[src/rtl/spi_pkg.sv]
// Shared types and constants for the SPI responder.
package spi_pkg;

  // SPI mode as driven on the mode pins: {CPOL, CPHA}
  typedef struct packed {
    logic cpol;
    logic cpha;
  } spi_mode_t;

  // Frame state: idle between cs_n frames, transferring inside one
  typedef logic [0:0] state_t;
  localparam state_t IDLE = 1'b0;
  localparam state_t XFER = 1'b1;

  // CPHA value for which the receive sample happens on the leading edge
  localparam logic SAMPLE_LEADING_CPHA = 1'b0;

  function automatic logic sample_on_leading(input logic cpha);
    return cpha == SAMPLE_LEADING_CPHA;
  endfunction

endpackage

[src/rtl/spi_slave_if.sv]
// SPI bus pins between a master and this responder.
interface spi_slave_if;
  logic sclk;
  logic cs_n;
  logic mosi;
  logic miso;
  logic miso_oe;

  modport slave (
    input  sclk,
    input  cs_n,
    input  mosi,
    output miso,
    output miso_oe
  );

  modport master (
    output sclk,
    output cs_n,
    output mosi,
    input  miso,
    input  miso_oe
  );
endinterface

[src/rtl/spi_sync_edge.sv]
// N-stage synchronizer for one asynchronous input, with single-cycle
// rise and fall pulses derived from the synchronized level.
module spi_sync_edge #(
  parameter int   STAGES    = 2,
  parameter logic RESET_VAL = 1'b0
) (
  input  logic clk,
  input  logic rst,
  input  logic d,
  output logic q,
  output logic rise,
  output logic fall
);

  logic [STAGES-1:0] sync;
  logic              prev;

  // Shift the pin through the flop chain and keep a delayed copy for edges
  always_ff @(posedge clk) begin
    if (rst) begin
      sync <= {STAGES{RESET_VAL}};
      prev <= RESET_VAL;
    end else begin
      sync <= {sync[STAGES-2:0], d};
      prev <= sync[STAGES-1];
    end
  end

  assign q    = sync[STAGES-1];
  assign rise = q & ~prev;
  assign fall = ~q & prev;

endmodule

[src/rtl/spi_slave.sv]
// SPI responder: oversamples the bus in the clk domain, receives MSB-first
// words on mosi and returns words from a one-deep holding buffer on miso.
module spi_slave #(
  parameter int WIDTH       = 8,
  parameter int SYNC_STAGES = 2
) (
  input  logic             clk,
  input  logic             rst,
  spi_slave_if.slave       bus,
  input  logic [1:0]       mode,
  input  logic [WIDTH-1:0] tx_data,
  input  logic             tx_load,
  output logic             tx_ready,
  output logic [WIDTH-1:0] rx_data,
  output logic             rx_valid,
  output logic             tx_underrun
);
  import spi_pkg::*;

  localparam int               CNT_W    = (WIDTH > 2) ? $clog2(WIDTH) : 1;
  localparam logic [CNT_W-1:0] LAST_BIT = CNT_W'(WIDTH - 1);

  logic sclk_rise, sclk_fall, sclk_level_unused;
  logic cs_rise, cs_fall, cs_level_unused;
  logic mosi_s, mosi_rise_unused, mosi_fall_unused;

  spi_sync_edge #(.STAGES(SYNC_STAGES), .RESET_VAL(1'b0)) u_sclk_sync (
    .clk(clk), .rst(rst), .d(bus.sclk),
    .q(sclk_level_unused), .rise(sclk_rise), .fall(sclk_fall)
  );

  // cs_n idles high, so its chain resets high to avoid a false frame start
  spi_sync_edge #(.STAGES(SYNC_STAGES), .RESET_VAL(1'b1)) u_cs_sync (
    .clk(clk), .rst(rst), .d(bus.cs_n),
    .q(cs_level_unused), .rise(cs_rise), .fall(cs_fall)
  );

  spi_sync_edge #(.STAGES(SYNC_STAGES), .RESET_VAL(1'b0)) u_mosi_sync (
    .clk(clk), .rst(rst), .d(bus.mosi),
    .q(mosi_s), .rise(mosi_rise_unused), .fall(mosi_fall_unused)
  );

  state_t           state;
  spi_mode_t        mode_q;
  spi_mode_t        start_mode;
  logic [CNT_W-1:0] bit_cnt;
  logic [WIDTH-1:0] tx_shift;
  logic [WIDTH-1:0] rx_shift;
  logic [WIDTH-1:0] hold;
  logic [WIDTH-1:0] next_word;
  logic             first_word;
  logic             miso_q;
  logic             oe_q;

  logic in_xfer, start, abort;
  logic leading, trailing, sample_lead;
  logic sample_edge, shift_edge, reload, word_load;

  assign start_mode  = spi_mode_t'(mode);
  assign in_xfer     = (state == XFER);
  assign start       = (state == IDLE) && cs_fall;
  assign abort       = in_xfer && cs_rise;

  assign leading     = mode_q.cpol ? sclk_fall : sclk_rise;
  assign trailing    = mode_q.cpol ? sclk_rise : sclk_fall;
  assign sample_lead = sample_on_leading(mode_q.cpha);

  // A frame end takes priority over any sclk edge seen in the same cycle
  assign sample_edge = in_xfer && !cs_rise && (sample_lead ? leading : trailing);
  assign shift_edge  = in_xfer && !cs_rise && (sample_lead ? trailing : leading);

  // The first shift point of every word after the first one loads a new word;
  // for CPHA=1 the very first leading edge only presents the preloaded MSB
  assign reload    = shift_edge && (bit_cnt == '0) && !first_word;
  assign word_load = start || reload;
  assign next_word = tx_ready ? '0 : hold;

  assign bus.miso    = miso_q;
  assign bus.miso_oe = oe_q;

  // Frame state machine and transmit shifter driving miso
  always_ff @(posedge clk) begin
    if (rst) begin
      state      <= IDLE;
      mode_q     <= '0;
      tx_shift   <= '0;
      miso_q     <= 1'b0;
      oe_q       <= 1'b0;
      first_word <= 1'b0;
    end else if (start) begin
      state      <= XFER;
      mode_q     <= start_mode;
      oe_q       <= 1'b1;
      first_word <= start_mode.cpha;
      if (sample_on_leading(start_mode.cpha)) begin
        miso_q   <= next_word[WIDTH-1];
        tx_shift <= {next_word[WIDTH-2:0], 1'b0};
      end else begin
        tx_shift <= next_word;
      end
    end else if (abort) begin
      state      <= IDLE;
      oe_q       <= 1'b0;
      miso_q     <= 1'b0;
      tx_shift   <= '0;
      first_word <= 1'b0;
    end else if (reload) begin
      miso_q   <= next_word[WIDTH-1];
      tx_shift <= {next_word[WIDTH-2:0], 1'b0};
    end else if (shift_edge) begin
      miso_q     <= tx_shift[WIDTH-1];
      tx_shift   <= {tx_shift[WIDTH-2:0], 1'b0};
      first_word <= 1'b0;
    end
  end

  // Receive shifter, bit counter and completed-word output
  always_ff @(posedge clk) begin
    if (rst) begin
      bit_cnt  <= '0;
      rx_shift <= '0;
      rx_data  <= '0;
      rx_valid <= 1'b0;
    end else begin
      rx_valid <= 1'b0;
      if (start || abort) begin
        bit_cnt  <= '0;
        rx_shift <= '0;
      end else if (sample_edge) begin
        rx_shift <= {rx_shift[WIDTH-2:0], mosi_s};
        if (bit_cnt == LAST_BIT) begin
          bit_cnt  <= '0;
          rx_data  <= {rx_shift[WIDTH-2:0], mosi_s};
          rx_valid <= 1'b1;
        end else begin
          bit_cnt <= bit_cnt + 1'b1;
        end
      end
    end
  end

  // Holding buffer: a word load empties it first, so a coincident tx_load refills it
  always_ff @(posedge clk) begin
    if (rst) begin
      hold        <= '0;
      tx_ready    <= 1'b1;
      tx_underrun <= 1'b0;
    end else begin
      tx_underrun <= word_load && tx_ready;
      if (tx_load && (tx_ready || word_load)) begin
        hold     <= tx_data;
        tx_ready <= 1'b0;
      end else if (word_load) begin
        tx_ready <= 1'b1;
      end
    end
  end

endmodule

[src/flat_wrapper.sv]
// flat-port wrapper written by rule: the top's interface ports become plain ports
module spi_slave_flat import spi_pkg::*;
#(
  parameter int WIDTH       = 8,
  parameter int SYNC_STAGES = 2
)
  (clk, rst, mode, tx_data, tx_load, tx_ready, rx_data, rx_valid, tx_underrun, bus_sclk, bus_cs_n, bus_mosi, bus_miso, bus_miso_oe);
  spi_slave_if bus_i ();
  input  logic clk;
  input  logic rst;
  input  logic [1:0] mode;
  input  logic [WIDTH-1:0] tx_data;
  input  logic tx_load;
  output logic tx_ready;
  output logic [WIDTH-1:0] rx_data;
  output logic rx_valid;
  output logic tx_underrun;
  input wire logic [$bits(bus_i.sclk)-1:0] bus_sclk;
  input wire logic [$bits(bus_i.cs_n)-1:0] bus_cs_n;
  input wire logic [$bits(bus_i.mosi)-1:0] bus_mosi;
  output wire logic [$bits(bus_i.miso)-1:0] bus_miso;
  output wire logic [$bits(bus_i.miso_oe)-1:0] bus_miso_oe;
  assign bus_i.sclk = bus_sclk;
  assign bus_i.cs_n = bus_cs_n;
  assign bus_i.mosi = bus_mosi;
  assign bus_miso = bus_i.miso;
  assign bus_miso_oe = bus_i.miso_oe;
  spi_slave #(.WIDTH(WIDTH), .SYNC_STAGES(SYNC_STAGES)) u_core (.clk(clk), .rst(rst), .bus(bus_i), .mode(mode), .tx_data(tx_data), .tx_load(tx_load), .tx_ready(tx_ready), .rx_data(rx_data), .rx_valid(rx_valid), .tx_underrun(tx_underrun));
endmodule
[config.mk]
export PLATFORM = sky130hd
export DESIGN_NAME = spi_slave_flat
export DESIGN_NICKNAME = d
export VERILOG_FILES = /design/src/rtl/spi_pkg.sv /design/src/rtl/spi_slave_if.sv /design/src/rtl/spi_sync_edge.sv /design/src/rtl/spi_slave.sv /design/src/flat_wrapper.sv
export SDC_FILE = /design/constraint.sdc
export NUM_CORES = 1
export LEC_CHECK = 0
export CAP_MARGIN = 30
export CORE_MARGIN = 3
export CORE_UTILIZATION = 40
export CTS_BUF_LIST = sky130_fd_sc_hd__clkbuf_8
export DETAILED_ROUTE_END_ITERATION = 8
export GPL_ROUTABILITY_DRIVEN = 0
export HOLD_SLACK_MARGIN = 0.06
export SYNTH_ARGS = -nofsm -noshare
export SYNTH_HDL_FRONTEND = slang
export SYNTH_SLANG_ARGS = --single-unit
[constraint.sdc]
create_clock -name clk -period 1.9 [get_ports clk]
set_input_delay 0.38 -clock clk [delete_from_list [all_inputs] [get_ports clk]]
set_output_delay 0.38 -clock clk [all_outputs]
set_load 0.005 [all_outputs]
Word level (Yosys, flattened, before mapping)
Index checks and enable logic that the tools add are counted.
Widths: inputs -> output; s select.

word-level totals
  bits in registers = 50
  input port bits = 16
  output and inout bits = 13
  word-level logic and storage cells = 82

cells by class
  add/sub/neg operators = 1
  equality and inequality tests = 3
  multiplexer cells = 25
  bitwise operators = 11
  reduce and logical (&&, ||, !) cells = 24

operators with widths
  kind                 number
  $mux 8               6
  $mux 1               18
  $logic_and 1x1->1    9
  $not 1->1            7
  $and 1x1->1          4
  $reduce_and 2->1     2
  $reduce_bool 2->1    2
  $reduce_bool 4->1    1
  $add 3x1->3 const B  1
  $eq 3x3->1 const B   1
  $logic_not 3->1      1
  $logic_or 1x1->1     3
  $mux 3               1
  $ne 3x1->1 const B   1
  $reduce_and 3->1     1
  $reduce_bool 3->1    1
  $reduce_or 3->1      1
  $logic_not 1->1      2
  $ne 2x2->1 const B   1
  $reduce_or 2->1      1

Longest topological paths before layout
  word-level depth = 11
  depth in mapped cells = 7

Modules after synthesis
Synthesis repeated with hierarchy kept, for this count alone.

second synthesis, totals
  cell total of the unflattened synthesis = 267
  area total of the unflattened synthesis = 2382.3 um^2

modules (own cells, without submodules)
  module                                  instances  cells an instance  area an instance (um^2)
  spi_slave                               1          243                2107.0
  spi_sync_edge (u_core.u_mosi_sync ...)  2          8                  91.3
  spi_sync_edge (u_core.u_cs_sync)        1          8                  92.6

Worst setup path before layout
OpenSTA, ideal clock, no wires.

  path type = register -> register
  start = register u_core.mode_q[1] in the netlist's numbering
  end = register u_core.hold[0]
  arrival time = 1704 ps
  setup slack = 124 ps
  cell stages (with the launch flop) = 7
  buffers on the path = 1
  path through = dfxtp_1 > xor2_1 > mux2_4 > nor3_4 > o31a_1 > buf_4 > mux2i_1

between the ends
  word-level cells in the longest chain between the ends = 8

ends and longest elaborated chain
  what                              line                              text
  from (decl)                       spi_slave.sv:44                   spi_mode_t mode_q;
  from (signal assigned)            spi_slave.sv:92                   mode_q <= start_mode;
  $mux 1, on equally long branches  spi_slave.sv:65, spi_slave.sv:64
  $mux 1 *                          spi_slave.sv:70                   assign shift_edge = in_xfer && !cs_rise && (sample_lead ? trailing : leading);
  $logic_and 1x1->1 *               spi_slave.sv:70
  $logic_and 1x1->1 * (2 in a row)  spi_slave.sv:74                   assign reload = shift_edge && (bit_cnt == '0) && !first_word;
  $logic_or 1x1->1 *                spi_slave.sv:75                   assign word_load = start || reload;
  $logic_or 1x1->1 *                spi_slave.sv:150                  if (tx_load && (tx_ready || word_load)) begin
  $logic_and 1x1->1 *               spi_slave.sv:150
  to (signal assigned)              spi_slave.sv:151                  hold <= tx_data;
  to (decl)                         spi_slave.sv:49                   logic [WIDTH-1:0] hold;

Mark *: on every way between the ends. The rest lies on a longest branch, timed or not.
A chain may end at the register's enable or synchronous reset.

Worst setup path in the final report
  start = register u_core.mode_q[1] in the netlist's numbering
  end = register u_core.rx_shift[5]

between the ends
  word-level cells in the longest chain between the ends = 3

ends and longest elaborated chain
  what                              line                              text
  $mux 1, on equally long branches  spi_slave.sv:64, spi_slave.sv:65
  $mux 1 *                          spi_slave.sv:69                   assign sample_edge = in_xfer && !cs_rise && (sample_lead ? leading : trailing);
  $logic_and 1x1->1 *               spi_slave.sv:69
  to (signal assigned)              spi_slave.sv:130                  rx_shift <= {rx_shift[WIDTH-2:0], mosi_s};
  to (decl)                         spi_slave.sv:48                   logic [WIDTH-1:0] rx_shift;

Marks and branches as above.

==> PnR_summary.wiki <==
{| class="wikitable"
! Metric !! Value
|-
| Number of global-route vias before repair || between 1.5k and 2k
|-
| Final critical-path required period || 1.734 ns
|-
| Standby leakage power || 0.9695 nW
|-
| Total overflow reported by the global router || 0
|-
| Cell Area, Synth || between 2000 and 2500 sq um
|-
| Startpoint of the worst-slack reg-to-reg timing path || u_core.mode_q[1]
|-
| Count of final max-slew check failures || 0
|-
| Initial cell density of the core || between 40 and 50%
|-
| Reg2Reg Depth || 7
|-
| Clock edge transition at the registers on the reported setup and hold paths || around 0.080 ns
|-
| Placed cell count || 335
|-
| Number of nets in the layout || 291
|-
| Critical Path Stages || 7
|-
| Vertical extent of the die || ~80 um
|-
| Global-route wire length before repair || 7307 um
|-
| CP Capture Type || register
|-
| Maximum clock frequency || ~580 MHz
|-
| Proportion of synthesized chip area in sequential cells || a little under half
|-
| Critical-path cell list || xor2_2 -> buf_4 -> mux2i_1 -> and2_1 -> buf_12 -> mux2i_1 -> nor2_1
|-
| Most common cell after layout, fill and taps aside || sky130_fd_sc_hd__dfxtp_1
|-
| Post-Route WL || between 4000 and 5000 um
|-
| Post-placement cell area || between 2000 and 3000 sq um
|-
| Vias per cell || approximately 4.9
|-
| Hold violation total from the final report || 0
|-
| Row count || 26
|-
| Setup tns final || 0 ns
|-
| CTS H-tree depth || 2
|-
| Proportion of layout cells with a drive suffix above 1 || 10.70%
|-
| Non-Filler Cell Area, Final || 2746 sq um
|-
| RSZ-0062 raised after global routing || no
|-
| Highest-count cells in the layout ignoring fill and taps || 50 x sky130_fd_sc_hd__dfxtp_1, 28 x sky130_fd_sc_hd__clkdlybuf4s50_1, 23 x sky130_fd_sc_hd__nor2_1, 20 x sky130_fd_sc_hd__nand2b_1, 19 x sky130_fd_sc_hd__mux2i_1
|-
| Maximum capacitance violations || 0
|-
| Total number of clock tree sinks || 50
|-
| Count of unique library cells instantiated by Yosys || 36
|-
| Largest fanout of any net on the critical path || 18
|-
| Most frequent cell on the critical path || sky130_fd_sc_hd__mux2i_1
|-
| DIE WIDTH || roughly 80 um
|-
| Count of placed standard cells in the final layout, fillers left out || 341
|-
| Worst min-delay path class || reg2reg
|-
| Global router's overall resource usage || between 10 and 15%
|-
| Worst slew margin relative to its limit || 71.04%
|-
| Hold_sp || u_core.u_cs_sync.sync[0]
|-
| Setup slack of the worst register-to-register path || around 0.17 ns
|-
| Endpoint of the most critical setup path || u_core.rx_shift[5]
|-
| Master cell of the clock root buffer || sky130_fd_sc_hd__clkbuf_8
|-
| Setup clock skew after layout || roughly 0.0063 ns
|-
| CTS Buffer Depth || 2
|-
| Hold WS || approximately 0.42 ns
|-
| Average wire length per cell after detail routing || 12.09 um
|-
| Core box area || roughly 5200 sq um
|-
| Fraction of post-synthesis cell area in the top cell type by area || a little under half
|-
| Arrival @ worst endpoint || 1.90 ns
|-
| Net Switching || 0.4313 mW
|-
| Number of antenna violations at the first check in global routing || 0
|-
| Gate count after technology mapping || about 240
|-
| Slowest stage delay, CP || 0.38 ns
|-
| Half-perimeter wire length after detailed placement || approximately 2900 um
|-
| Diodes inserted || 0
|-
| Buffers added on ports || 28
|-
| Int Power || between 1 and 1.5 mW
|-
| Pin slew with the least headroom to its limit || between 0.4 and 0.5 ns
|-
| Switching part of the total || 22.57%
|-
| Worst setup path start || u_core.mode_q[1]
|-
| Seq cells post-synth || 50
|-
| Number of DRC violations after detailed-routing iteration 0 || 67
|-
| Critical path class || reg2reg
|-
| I/O pins || 29
|-
| Worst setup timing slack at the placement stage || about 0.080 ns
|-
| Area of the die || about 6400 sq um
|-
| Crit-path leading delay family || multiplexers
|-
| CTS buffer count || 5
|-
| Remaining antenna violation count || 0
|-
| CTS tree || built
|-
| Total of warnings raised by yosys || 0
|-
| Highest-delay cell along the critical path || sky130_fd_sc_hd__dfxtp_1
|-
| Worst-Skew Late Latency || 0.29 ns
|-
| Post-route DRC || 0
|-
| CP startpoint kind || register
|-
| Total chip power || about 1.9 mW
|-
| Setup Viol. Count Final || 0
|-
| Smallest setup slack after layout || roughly 0.17 ns
|-
| Setup Buffers After CTS || 0
|-
| Synth area leader || sky130_fd_sc_hd__dfxtp_1
|-
| Terminus of the critical flop-to-flop path || u_core.rx_shift[5]
|-
| Final cell utilization of the core || 52.44%
|-
| Synthesized area divided by synthesized cell count || 9.357 sq um
|-
| Number of iterations in the first detailed-routing pass || 4
|-
| CP Buf/Inv Count || 2
|-
| Vias || about 1.7k
|-
| Leading post-synthesis cells by cell area || sky130_fd_sc_hd__dfxtp_1 45%, sky130_fd_sc_hd__mux2i_1 8.6%, sky130_fd_sc_hd__nand2b_1 5.7%
|-
| Fraction of power consumed by sequential logic || around three fifths
|-
| Required time reported for the critical path endpoint || ~2.1 ns
|-
| Pin count of the biggest net entering global routing || 40
|-
| Result of the run || finished, final reports clean
|-
| VDD IR max || roughly 0.48 mV
|-
| Cell area power density || just under 700 nW/um^2
|-
| Part of the power in the clock network || a little under a third
|-
| Area growth syn-to-layout || 24.36%
|-
| Fin crit share || around 91%
|-
| Comb power frac || 10.7%
|-
| Syn Nets || roughly 260
|}
==> synthesized netlist by cell type, drive strengths merged <==
cell type  count
o211ai         1
mux2i         19
a21boi         7
and3b          1
o32a           1
dfxtp         50
nor3b          2
nor2b          6
nor3           4
or2            3
inv            5
clkbuf         7
mux2           7
o31a           1
nand3b         7
xor2           1
nand2b        20
nand3         16
a21oi         16
a311oi         8
and2           3
o21ai          4
ha             3
nand2         12
buf            6
or3            1
nor2          24
o21bai         1
==> cell type report <==
cell class | count | area (sq um)
flip-flops and latches | 50 | 1001
multi-input cells | 168 | 1130
fillers | 520 | 2491
inverters | 5 | 18.77
well taps | 70 | 87.58
repair buffers | 42 | 426.7
clock buffers | 6 | 82.58
==> sequential cells by signal, indices dropped and copies added (netlist names), 2 cells and up <==
signal	flops
u_core.hold	8
u_core.rx_data	8
u_core.tx_shift	8
u_core.rx_shift	7
u_core.bit_cnt	3
u_core.mode_q	2
u_core.u_cs_sync.sync	2
u_core.u_mosi_sync.sync	2
u_core.u_sclk_sync.sync	2
==> kinds of logic (layout without fill, tap and decap cells) <==
group,Yosys count,count (layout),share of synthesized area (%)
and+or+nand+nor,99,99,24.59
DFF,50,50,45.33
AOI/OAI and AO/OA,39,39,11.79
muxes,26,26,12.35
buffers and inverters,18,53,3.853
adders and majority gates,3,3,1.700
xor gates and xnor gates,1,1,0.3967
==> power groups by stage <==
stage / combinational (mW) / clock (mW) / sequential, mW
after detailed placement: 0.206 / 0 / 1.13
after global placement: 0.205 / 0 / 1.14
after CTS: 0.207 / 0.625 / 1.11
after floorplan: 0.123 / 0 / 1.13
after global routing: 0.228 / 0.662 / 1.12
final: 0.205 / 0.594 / 1.11
==> worst min-delay path by stage <==
stage / endpoint / slack (ns) / depth (start not counted)
6_report: u_core.u_cs_sync.sync[1] / 0.42 / 1
5_1_grt: u_core.u_cs_sync.sync[1] / 0.46 / 1
4_1_cts: u_core.u_cs_sync.sync[1] / 0.42 / 1
3_5_place_dp: u_core.u_cs_sync.sync[1] / 0.40 / 1
3_3_place_gp: u_core.u_cs_sync.sync[1] / 0.39 / 1
2_1_floorplan: u_core.u_cs_sync.sync[1] / 0.39 / 1
==> repair_timing <==
action | CTS | global route
endpoints found under the setup margin | 0 | 23
hold buffers | 0 | 0
resized for setup | 0 | 2
==> metal layers <==
layer	up-vias	wire [um]	global-route usage [%]
li1	890	-	-
met1	762	2018	18.48
met2	30	1911	23.10
met3	2	177	3.587
met4	0	15	5.236
met5	-	0	0
Note: power is estimated with default switching activity, not from simulation.
